==> config.mk <==
export PLATFORM = sky130hd
export DESIGN_NAME = energy_regulator
export DESIGN_NICKNAME = d
export VERILOG_FILES = /design/src/rtl/energy_regulator.sv
export SDC_FILE = /design/constraint.sdc
export NUM_CORES = 1
export LEC_CHECK = 0
export CORE_MARGIN = 2
export CORE_UTILIZATION = 25
export CTS_CLUSTER_SIZE = 24
export DETAILED_ROUTE_END_ITERATION = 6
export PLACE_DENSITY = 0.48
export SYNTH_ARGS = -nofsm -noshare
export SYNTH_HDL_FRONTEND = slang
export SYNTH_SLANG_ARGS = --single-unit
==> constraint.sdc <==
create_clock -name clk -period 4.6 [get_ports clk]
set_input_delay 1.38 -clock clk [delete_from_list [all_inputs] [get_ports clk]]
set_output_delay 1.38 -clock clk [all_outputs]
set_load 0.03 [all_outputs]
==> src/rtl/energy_regulator.sv <==
// energy_regulator: saturating energy accumulator fed by the sleep controller.
// Prescales charge/drain requests into energy steps, holds the energy level,
// derives a 2-bit band indicator through a one-step-per-cycle state machine
// and pulses depleted/replenished when the level first reaches a rail.
// Optional feature macro: ENERGY_REGULATOR_HYSTERESIS_EN
//   defined   -> downward indicator moves need level < threshold - HYST
//   undefined -> downward indicator moves need level < threshold
module energy_regulator #(
    parameter int WIDTH      = 8,
    parameter int PRESCALE   = 16,
    parameter int INC_STEP   = 2,
    parameter int DEC_STEP   = 1,
    parameter int INIT_LEVEL = 128,
    parameter int T_LOW      = 64,
    parameter int T_MID      = 128,
    parameter int T_HIGH     = 192,
    parameter int HYST       = 8
) (
    input  logic             clk,
    input  logic             rst,
    input  logic             en_inc,
    input  logic             en_dec,
    output logic [WIDTH-1:0] energy_level,
    output logic [1:0]       energy_indicator,
    output logic             depleted,
    output logic             replenished
);

    // Indicator states; the encoding doubles as the published band code.
    localparam logic [1:0] ST_EXH       = 2'b00;
    localparam logic [1:0] ST_TIRED     = 2'b01;
    localparam logic [1:0] ST_NORMAL    = 2'b10;
    localparam logic [1:0] ST_ENERGETIC = 2'b11;

    // Band a level falls into, ignoring hysteresis.
    function automatic logic [1:0] bandOf(input int lvl);
        if (lvl < T_LOW)       return ST_EXH;
        else if (lvl < T_MID)  return ST_TIRED;
        else if (lvl < T_HIGH) return ST_NORMAL;
        else                   return ST_ENERGETIC;
    endfunction

    // Lower threshold of the band a state represents.
    function automatic int lowerThr(input logic [1:0] st);
        case (st)
            ST_TIRED:     return T_LOW;
            ST_NORMAL:    return T_MID;
            ST_ENERGETIC: return T_HIGH;
            default:      return 0;
        endcase
    endfunction

    localparam int               PCW       = (PRESCALE > 1) ? $clog2(PRESCALE) : 1;
    localparam logic [PCW-1:0]   PC_LAST   = PCW'(PRESCALE - 1);
    localparam logic [WIDTH:0]   MAX_EXT   = {1'b0, {WIDTH{1'b1}}};
    localparam logic [WIDTH-1:0] MAX_LEVEL = {WIDTH{1'b1}};
    localparam logic [WIDTH:0]   INC_W     = (WIDTH + 1)'(INC_STEP);
    localparam logic [WIDTH:0]   DEC_W     = (WIDTH + 1)'(DEC_STEP);
    localparam logic [WIDTH-1:0] INIT_W    = WIDTH'(INIT_LEVEL);
    localparam logic [1:0]       INIT_BAND = bandOf(INIT_LEVEL);
`ifdef ENERGY_REGULATOR_HYSTERESIS_EN
    localparam int               HYST_EFF  = HYST;
`else
    localparam int               HYST_EFF  = 0;
`endif

    logic [PCW-1:0]   pc_q, pc_d;
    logic             tick;
    logic [WIDTH-1:0] level_q, level_d;
    logic [WIDTH:0]   levelExt, sumInc;
    logic [1:0]       ind_q, ind_d, target;
    logic             depleted_q, depleted_d;
    logic             replenished_q, replenished_d;

    // Prescaler: free-running 0..PRESCALE-1 counter whose last count is the step tick.
    always_comb begin
        tick = (pc_q == PC_LAST);
        pc_d = tick ? '0 : pc_q + PCW'(1);
    end

    // Level step: saturating add/subtract on a tick, widened by one bit so neither rail wraps.
    always_comb begin
        levelExt = {1'b0, level_q};
        sumInc   = levelExt + INC_W;
        level_d  = level_q;
        if (tick && en_inc && !en_dec) begin
            level_d = (sumInc > MAX_EXT) ? MAX_LEVEL : sumInc[WIDTH-1:0];
        end else if (tick && en_dec && !en_inc) begin
            level_d = (levelExt < DEC_W) ? '0 : level_q - DEC_W[WIDTH-1:0];
        end
        depleted_d    = (level_d == '0) && (level_q != '0);
        replenished_d = (level_d == MAX_LEVEL) && (level_q != MAX_LEVEL);
    end

    // Indicator: move one band per cycle toward the level's band, downward only past the margin.
    always_comb begin
        target = bandOf(int'(level_q));
        ind_d  = ind_q;
        if (target > ind_q) begin
            ind_d = ind_q + 2'd1;
        end else if ((target < ind_q) && ((int'(level_q) + HYST_EFF) < lowerThr(ind_q))) begin
            ind_d = ind_q - 2'd1;
        end
    end

    // State registers with synchronous reset that also discards any pending tick.
    always_ff @(posedge clk) begin
        if (rst) begin
            pc_q          <= '0;
            level_q       <= INIT_W;
            ind_q         <= INIT_BAND;
            depleted_q    <= 1'b0;
            replenished_q <= 1'b0;
        end else begin
            pc_q          <= pc_d;
            level_q       <= level_d;
            ind_q         <= ind_d;
            depleted_q    <= depleted_d;
            replenished_q <= replenished_d;
        end
    end

    assign energy_level     = level_q;
    assign energy_indicator = ind_q;
    assign depleted         = depleted_q;
    assign replenished      = replenished_q;

endmodule

==> impl_results.md, run 1 <==
* Min-delay src: pc_q[0]$_SDFF_PP0_
* Rows at 27
* CTS sink count at 16
* Post-synth EDFFs at 0
* Leak at 0.594 nW
* Worst Setup End Kind: flip-flop
* Final WL at 3720 µm
* Total design power at 0.449 mW
* Unrepaired setup endpoints after global routing: false
* Via/cell ratio at 5.00
* Layout cell share with drive strength beyond 1 at 0.0929
* Post-Syn Area per Cell at 8.26 µm²
* First-pass GRT wire length at approximately 6400 µm
* Vias at around 1300
* Cells after DPL at about 250
* Hold Slack at 0.490 ns
* CTS max path bufs at 2
* Library cells used by synthesis at 53
* Setup_tns at 0 ns
* Number of buffers created by CTS at 3
* Reg-to-reg endpoint: replenished$_SDFF_PP0_
* HP Class: flip-flop to flip-flop
* Worst-Skew Late Latency at 0.25 ns
* Synth Flop Type: dfxtp_1
* Seq/Total Area, Yosys at 0.224
* Initial antenna violation count at 0
* Post-route DRC at 0
* Synthesized netlist net count at 191
* Reg clk slew, reported paths at 0.07 ns
* Root Driver: clkbuf_8
* Initial Utilization at 0.259
* Non-filler instance count after layout at 255
* Antenna Nets Post-Route at 0
* H-tree depth at 1
* Hpwl dp at 2740 µm
* Vias in the first global route at 1270
* DR iter-0 viols at 74
* Setup Crit Path Kind: input pin to flip-flop
* Slew @ Worst Pin at 0.592 ns
* Hold endpoint: pc_q[0]$_SDFF_PP0_
* Post-synth ARST share at 0
* MaxCap Viol Count at 0
* Flop and latch count out of synthesis at 16
* Ys Warns at 0
* Period utilization at 0.698
* Syn Std Cell Area at 0.00143 mm²
* Finish-stage setup viols at 0
* RePlAce Congestion at 0.848
* WL/cell at about 15 µm
* R2r worst-path depth at 8
* Met2 Wirelength at 1610 µm
* DRT met1 WL at 1880 µm
* Largest net degree at the start of global routing at 16
* Worst r2r src: energy_level[1]$_SDFF_PP0_
* GRT overflow at 0
* WHS Path Cells at 1
* Crit start category: input pin
* DR pass1 iterations at 4
* Post-Syn Instances at about 170
* N_diodes at 0
* Core ar. at 0.00551 mm²
* Cell area power density at ~270 mW/mm²
* Required @ worst endpoint at 4.79 ns
* Number of I/O pins at 16
* PortBufs at 15
* Layout area overhead at 15.8%
* Flop2flop setup slack at approximately 2.2 ns
* Max_slew headroom at 0.605
* Post-CTS Setup Bufs at 0
* Nets at 202
* Cts repair resizes at 0
* Die W at 79.6 µm
* Die Y at 79.6 µm
* GR Util All Layers at 0.128
* Top routing layer in use: met4
* CTS tree: done
* Outcome: completed
* Hold_buf cts at 0
* Die area at about 0.0063 mm²
* Max Fanout on Critical Path at 8
* Max Slew Vio Count at 0
* Final Hold Fails at 0
* Worst Path Arrival at 3.40 ns
* Final Critical Period at 3.21 ns
* Fmax at about 310 MHz
* Crit path launch: en_inc
* Worst vdd ir at 211 µV
* Met3 WL at approximately 170 µm
* Setup Skew at 0.00375 ns
per-stage QoR:
stage / area [µm²] / utilization / setup slack (ns)
after CTS: 1660 / 0.301 / 1.42
after floorplan: 1430 / - / 1.96
after global placement: 1600 / 0.291 / 1.13
after global routing: 1660 / 0.301 / 1.11
after detailed placement: 1600 / 0.291 / 1.15
final: 1660 / 0.301 / 1.39
final cells by class:
| cell class | instances | area, µm² |
|---|---|---|
| fill | 601 | 3850 |
| multi-input combinational | 138 | 1000 |
| sequential | 16 | 320 |
| timing repair buffer | 15 | 150 |
| tap | 72 | 90.1 |
| clock buffer | 4 | 55.1 |
| inverter | 10 | 37.5 |
power breakdown:
group	leakage [nW]	internal, mW	switching [mW]
registers	0.130	0.150	0.0127
clock network	0.0288	0.0759	0.0503
logic	0.435	0.0750	0.0849
critical path: stages:
cell and delay, ns:
clkdlybuf4s50_1 0.59, and2b_2 0.31, nand4_1 0.20, nor3b_1 0.21, a21oi_1 0.05, a2111oi_0 0.42, and4_1 0.24
cells in the final DEF (no fill, tap or decap), drive strengths merged, types with 2 or more instances in the layout:
cell type / n
clkdlybuf4s50: 15
nand3: 10
nor3: 5
nor3b: 3
xnor2: 3
nand4: 6
o21a: 3
a32oi: 2
and2b: 2
nand4bb: 2
o311ai: 2
o21ai: 6
xor2: 2
and4: 2
inv: 10
o22ai: 2
ha: 14
nor2b: 2
nor4: 4
nand2: 13
a21oi: 9
a31oi: 3
mux2i: 4
nor2: 18
nand2b: 4
dfxtp: 16
clkbuf: 4
Yosys cell counts, types with 4 or more instances:
master | instances | share of area
buf_2 | 4 | 0.014
dfxtp_1 | 16 | 0.22
mux2i_1 | 4 | 0.028
a21oi_1 | 9 | 0.032
o21ai_0 | 4 | 0.014
nand2b_1 | 4 | 0.018
nand2_1 | 12 | 0.032
inv_1 | 10 | 0.026
nand3_1 | 9 | 0.032
nor2_1 | 18 | 0.047
nand4_1 | 6 | 0.026
ha_1 | 14 | 0.12
nor3_1 | 5 | 0.018
registers in the layout, indices dropped and copies added (netlist names):
register and count:
energy_indicator 2, energy_level 8, replenished 1, depleted 1, pc_q 4
worst max-delay path by stage:
stage	endpoint	slack, ns
2_1_floorplan	replenished$_SDFF_PP0_	1.96
3_3_place_gp	replenished$_SDFF_PP0_	1.13
3_5_place_dp	replenished$_SDFF_PP0_	1.15
4_1_cts	replenished$_SDFF_PP0_	1.42
5_1_grt	replenished$_SDFF_PP0_	1.11
6_report	replenished$_SDFF_PP0_	1.39
cell families (layout without fill, tap and decap cells):
| family | Yosys count | in the layout | synth area share |
|---|---|---|---|
| multiplexers | 4 | 4 | 0.0280 |
| XOR/XNOR | 5 | 5 | 0.0307 |
| buffers and inverters | 19 | 29 | 0.0744 |
| adder cells (fa/ha/maj) | 14 | 14 | 0.123 |
| flip-flops | 16 | 16 | 0.224 |
| AND/OR/NAND/NOR | 78 | 78 | 0.334 |
| AO/OA/AOI/OAI | 37 | 37 | 0.187 |
metal layers:
metal	track usage	up-vias
met5	0	-
met4	0.0379	0
met3	0.0249	8
met2	0.201	38
met1	0.177	575
li1	-	653
No activity file was read; power rests on OpenSTA's default activity.
==> run 2, diff against run 1 <==
--- a/config.mk
+++ b/config.mk
@@ -9,7 +9,7 @@
 export CORE_UTILIZATION = 25
 export CTS_CLUSTER_SIZE = 24
 export DETAILED_ROUTE_END_ITERATION = 6
-export PLACE_DENSITY = 0.48
+export PLACE_DENSITY = 0.49
 export SYNTH_ARGS = -nofsm -noshare
 export SYNTH_HDL_FRONTEND = slang
 export SYNTH_SLANG_ARGS = --single-unit
==> constraint.sdc (replaced) <==
create_clock -name clk -period 2.9 [get_ports clk]
set_input_delay 0.87 -clock clk [delete_from_list [all_inputs] [get_ports clk]]
set_output_delay 0.87 -clock clk [all_outputs]
set_load 0.03 [all_outputs]
==> impl_results.md, run 2 (synthesis gave the netlist of run 1 again) <==
* Place WS at -0.0493 ns (-1.20 ns)
* CP peak stage delay at 0.51 ns (-0.08 ns)
* Setup Crit Path Kind: input pin to flip-flop
* RePlAce Congestion at 0.898 (+6.0%)
* N_diodes at 0 (unchanged)
* Commonest non-fill, non-tap cell in the layout: nor2_1
* Most frequent cells in the layout: nor2_1, dfxtp_1, clkdlybuf4s50_1
* CTS sink count at 16 (unchanged)
* Vias in the first global route at 1328 (+4.6%)
* WL/cell at 14.2 µm (-2.5%)
* Post-route DRC at 0 (unchanged)
* Reg clk slew, reported paths at 0.07 ns (about the same)
* Crit start category: input pin
* Die Y at 79.6 µm (unchanged)
* Leak at 0.636 nW (+7.1%)
* Required @ worst endpoint at 3.10 ns (-1.69 ns)
* Max_slew headroom at 0.695 (+0.0907)
* MaxCap Viol Count at 0 (unchanged)
* Initial Utilization at 0.259 (unchanged)
* Met3 WL at 200 µm (+15%)
* Max Fanout on Critical Path at 8 (unchanged)
* Nets at 211 (+4.5%)
* Top routing layer in use: met4
* Hpwl dp at 2800 µm (+1.9%)
* Layout area overhead at 20.6%
* CTS tree: done
* Setup Skew at 0.00632 ns (+0.00258 ns)
* Max Slew Vio Count at 0 (unchanged)
* Hold Slack at 0.494 ns (+0.00475 ns)
* Worst-Skew Late Latency at 0.26 ns (about the same)
* Via/cell ratio at 5.05 (+0.99%)
* Cts repair resizes at 0 (unchanged)
* Hold_buf cts at 0 (unchanged)
* Cells after DPL at 260 (+3.6%)
* Die W at 79.6 µm (unchanged)
* FF/Latch Area at 320 µm² (unchanged)
* H-tree depth at 1 (unchanged)
* Number of buffers created by CTS at 3 (unchanged)
* Final Critical Period at 2.70 ns
* Fmax at between 300 and 400 MHz
* Initial antenna violation count at 0 (unchanged)
* Final Hold Fails at 0 (unchanged)
* DRT met1 WL at 1840 µm (-2.3%)
* Period utilization at 0.931
* First-pass GRT wire length at 6510 µm (+1.7%)
* Root Driver: clkbuf_8
* GRT overflow at 0 (unchanged)
* GR Util All Layers at 0.131 (+0.00302)
* Largest net degree at the start of global routing at 15 (-1)
* Finish-stage setup viols at 0 (unchanged)
* Met2 Wirelength at 1690 µm (+4.8%)
* Post-CTS Setup Bufs at 0 (unchanged)
* Worst Setup End Kind: flip-flop
* Antenna Nets Post-Route at 0 (unchanged)
* Cell area power density at 422 mW/mm² (+56%)
* Worst Path Arrival at 2.90 ns (-0.50 ns)
* Die area at 0.00634 mm² (unchanged)
* Total design power at 0.728 mW (+62%)
* Slew @ Worst Pin at 0.457 ns (-0.136 ns)
* Layout fillers at 591 (-1.7%)
* Cells along the critical path: clkdlybuf4s50_1 -> nand4bb_1 -> nor4_2 -> a31o_2 -> o21ai_1 -> a2111oi_0 -> and4_1
* Multi-input logic area at 0.00100 mm² (unchanged)
* HP Class: flip-flop to flip-flop
* Vias at 1332 (+4.6%)
* Outcome: completed
* Core ar. at 0.00551 mm² (unchanged)
* Number of I/O pins at 16 (unchanged)
* DR iter-0 viols at 113 (+53%)
* Rows at 27 (unchanged)
* Non-filler instance count after layout at 264 (+3.5%)
* Unrepaired setup endpoints after global routing: false
* Final WL at 3760 µm (+0.94%)
* CTS max path bufs at 2 (unchanged)
* Placed Instance Area at 0.00167 mm² (+4.2%)
* Fin area at 0.00172 mm² (+4.1%)
* Max FFs per register at 8 (unchanged)
* Worst Slack Setup Final at 0.201 ns (-1.19 ns)
* Worst vdd ir at 272 µV (+29%)
* Setup_tns at 0 ns (unchanged)
* Layout cell share with drive strength beyond 1 at 0.135 (+0.0425)
* Fin util at 0.313 (+0.0123)
* CP max stage cell: clkdlybuf4s50_1
* PortBufs at 15 (unchanged)
* DR pass1 iterations at 4 (unchanged)
run 2: changes by cell type in the layout (fill, tap and decap cells not counted), sizes merged:
cell	change
buf	+9
run 2: worst paths after layout:
check / slack (ns) / endpoint / cells after the start / from
max: 0.20 / replenished$_SDFF_PP0_ / 7 / en_inc
min: 0.49 / pc_q[0]$_SDFF_PP0_ / 1 / pc_q[0]$_SDFF_PP0_
max reg2reg: 0.52 / replenished$_SDFF_PP0_ / 8 / energy_level[1]$_SDFF_PP0_
min reg2reg: 0.49 / pc_q[0]$_SDFF_PP0_ / 1 / pc_q[0]$_SDFF_PP0_
run 2: area by class of cell:
| type | instances | area share |
|---|---|---|
| clock buffer | 4 | 0.0320 |
| inverter | 10 | 0.0218 |
| multi-input combinational | 138 | 0.582 |
| sequential | 16 | 0.186 |
| tap | 72 | 0.0523 |
| timing repair buffer | 24 | 0.126 |
run 2: where the power goes:
part	switching, mW	total (mW)	internal (mW)	leakage, nW
Combinational	0.139	0.262	0.123	0.477
Clock	0.0867	0.207	0.121	0.0288
Sequential	0.0204	0.259	0.238	0.130
run 2: worst max-delay path, delay by kind of cell:
family                 cells  cell delay, ns
AO/OA/AOI/OAI              3            0.60
buffers and inverters      1            0.51
AND/OR/NAND/NOR            3            0.92
run 2: routing by layer:
layer,vias to the layer above,track usage
met5,-,0
met4,0,0.0310
met3,4,0.0215
met2,40,0.221
met1,616,0.174
li1,672,-
==> run 3, diff against run 2 <==
--- a/config.mk
+++ b/config.mk
@@ -9,6 +9,7 @@
 export CORE_UTILIZATION = 25
 export CTS_CLUSTER_SIZE = 24
 export DETAILED_ROUTE_END_ITERATION = 6
+export MAX_ROUTING_LAYER = met4
 export PLACE_DENSITY = 0.49
 export SYNTH_ARGS = -nofsm -noshare
 export SYNTH_HDL_FRONTEND = slang
==> impl_results.md, run 3 (synthesis gave the netlist of run 1 again) <==
* Outcome: completed
* Die Y at 79.6 µm (unchanged)
* Period utilization at 0.926 (-0.00416)
* First-pass GRT wire length at 6510 µm (+0.11%)
* Cells along the critical path: clkdlybuf4s50_1 -> nand4bb_1 -> nor4_2 -> a31o_2 -> o21ai_1 -> a2111oi_0 -> and4_1
* GR Util All Layers at 0.135 (+0.00351)
* Vias in the first global route at 1330 (+0.15%)
* Initial antenna violation count at 0 (unchanged)
* Setup Crit Path Kind: input pin to flip-flop
* Worst vdd ir at 272 µV (about the same)
* Cell area power density at 423 mW/mm² (+0.11%)
* Required @ worst endpoint at 3.10 ns (about the same)
* Die W at 79.6 µm (unchanged)
* FF/Latch Area at 320 µm² (unchanged)
* Antenna Nets Post-Route at 0 (unchanged)
* Initial Utilization at 0.259 (unchanged)
* Core ar. at 0.00551 mm² (unchanged)
* Worst Slack Setup Final at 0.214 ns (+0.0121 ns)
* Max Fanout on Critical Path at 8 (unchanged)
* Finish-stage setup viols at 0 (unchanged)
* Final WL at 3770 µm (+0.19%)
* Multi-input logic area at 0.00100 mm² (unchanged)
* Max FFs per register at 8 (unchanged)
* Post-CTS Setup Bufs at 0 (unchanged)
* Final Hold Fails at 0 (unchanged)
* Max_slew headroom at 0.701 (+0.00565)
* Reg clk slew, reported paths at 0.07 ns (about the same)
* Setup_tns at 0 ns (unchanged)
* Most frequent cells in the layout: nor2_1, dfxtp_1, clkdlybuf4s50_1
* GRT overflow at 0 (unchanged)
* HP Class: flip-flop to flip-flop
* Placed Instance Area at 0.00167 mm² (unchanged)
* Nets at 211 (unchanged)
* Layout area overhead at 20.6% (unchanged)
* CP max stage cell: clkdlybuf4s50_1
* Post-route DRC at 0 (unchanged)
* WL/cell at 14.3 µm (+0.19%)
* Setup Skew at 0.00544 ns (-0.000880 ns)
* Hold_buf cts at 0 (unchanged)
* Worst Path Arrival at 2.89 ns (about the same)
* Vias at 1333 (+0.075%)
* CP peak stage delay at 0.51 ns (about the same)
* Hpwl dp at 2800 µm (unchanged)
* Cts repair resizes at 0 (unchanged)
* Fmax at 372 MHz (+0.45%)
* Via/cell ratio at 5.05 (about the same)
* CTS tree: done
* Final Critical Period at 2.69 ns (-0.0121 ns)
* Worst-Skew Late Latency at 0.26 ns (about the same)
* Leak at 0.636 nW (unchanged)
* Crit start category: input pin
* CTS max path bufs at 2 (unchanged)
* Die area at 0.00634 mm² (unchanged)
* Layout fillers at 591 (unchanged)
* DR pass1 iterations at 4 (unchanged)
* Place WS at -0.0493 ns (unchanged)
* Total design power at 0.729 mW (+0.11%)
* MaxCap Viol Count at 0 (unchanged)
* RePlAce Congestion at 0.914 (+1.7%)
* Number of I/O pins at 16 (unchanged)
* Rows at 27 (unchanged)
* Commonest non-fill, non-tap cell in the layout: nor2_1
* Layout cell share with drive strength beyond 1 at 0.135 (unchanged)
* Largest net degree at the start of global routing at 15 (unchanged)
* Fin area at 0.00172 mm² (unchanged)
* Unrepaired setup endpoints after global routing: false
* DR iter-0 viols at 105 (-7.1%)
* Worst Setup End Kind: flip-flop
* Max Slew Vio Count at 0 (unchanged)
* N_diodes at 0 (unchanged)
* Root Driver: clkbuf_8
* H-tree depth at 1 (unchanged)
* CTS sink count at 16 (unchanged)
* PortBufs at 15 (unchanged)
* Slew @ Worst Pin at 0.448 ns (-0.00846 ns)
* Number of buffers created by CTS at 3 (unchanged)
[run 3: final cells by class]
| class | count | area share |
|---|---|---|
| clock buffer | 4 | 0.0320 |
| multi-input combinational | 138 | 0.582 |
| tap | 72 | 0.0523 |
| inverter | 10 | 0.0218 |
| timing repair buffer | 24 | 0.126 |
| sequential | 16 | 0.186 |
[run 3: where the power goes]
group | switching (mW) | leakage [nW] | total, mW | internal [mW]
sequential | 0.0203 | 0.130 | 0.259 | 0.238
clock | 0.0876 | 0.0288 | 0.208 | 0.121
combinational | 0.139 | 0.477 | 0.262 | 0.123
[run 3: final timing paths]
kind	start	to	slack [ns]	cells after the start
worst max register to register	energy_level[1]$_SDFF_PP0_	replenished$_SDFF_PP0_	0.52	8
worst max-delay path	en_inc	replenished$_SDFF_PP0_	0.21	7
worst min register to register	pc_q[0]$_SDFF_PP0_	pc_q[0]$_SDFF_PP0_	0.49	1
worst min-delay path	pc_q[0]$_SDFF_PP0_	pc_q[0]$_SDFF_PP0_	0.49	1
[run 3: layer usage]
layer / vias to the layer above / track usage / wire, µm
met5: - / - / 0
met1: 614 / 0.171 / 1870
met3: 4 / 0.0215 / 186
met2: 43 / 0.225 / 1670
li1: 672 / - / -
met4: 0 / 0.0310 / 30
[run 3: stage by stage]
| stage | instances | utilization | hold WS, ns |
|---|---|---|---|
| finish | 264 | 0.313 | 0.494 |
| detailed placement | 260 | 0.303 | 0.488 |
| global placement | 260 | 0.303 | 0.482 |
| floorplan | 173 | - | 0.450 |
| global route | 264 | 0.313 | 0.531 |
| CTS | 264 | 0.313 | 0.499 |
[run 3: worst max-delay path, delay by kind of cell]
family	cells	cell delay, ns
AO/OA/AOI/OAI	3	0.60
buffers and inverters	1	0.51
AND/OR/NAND/NOR	3	0.90
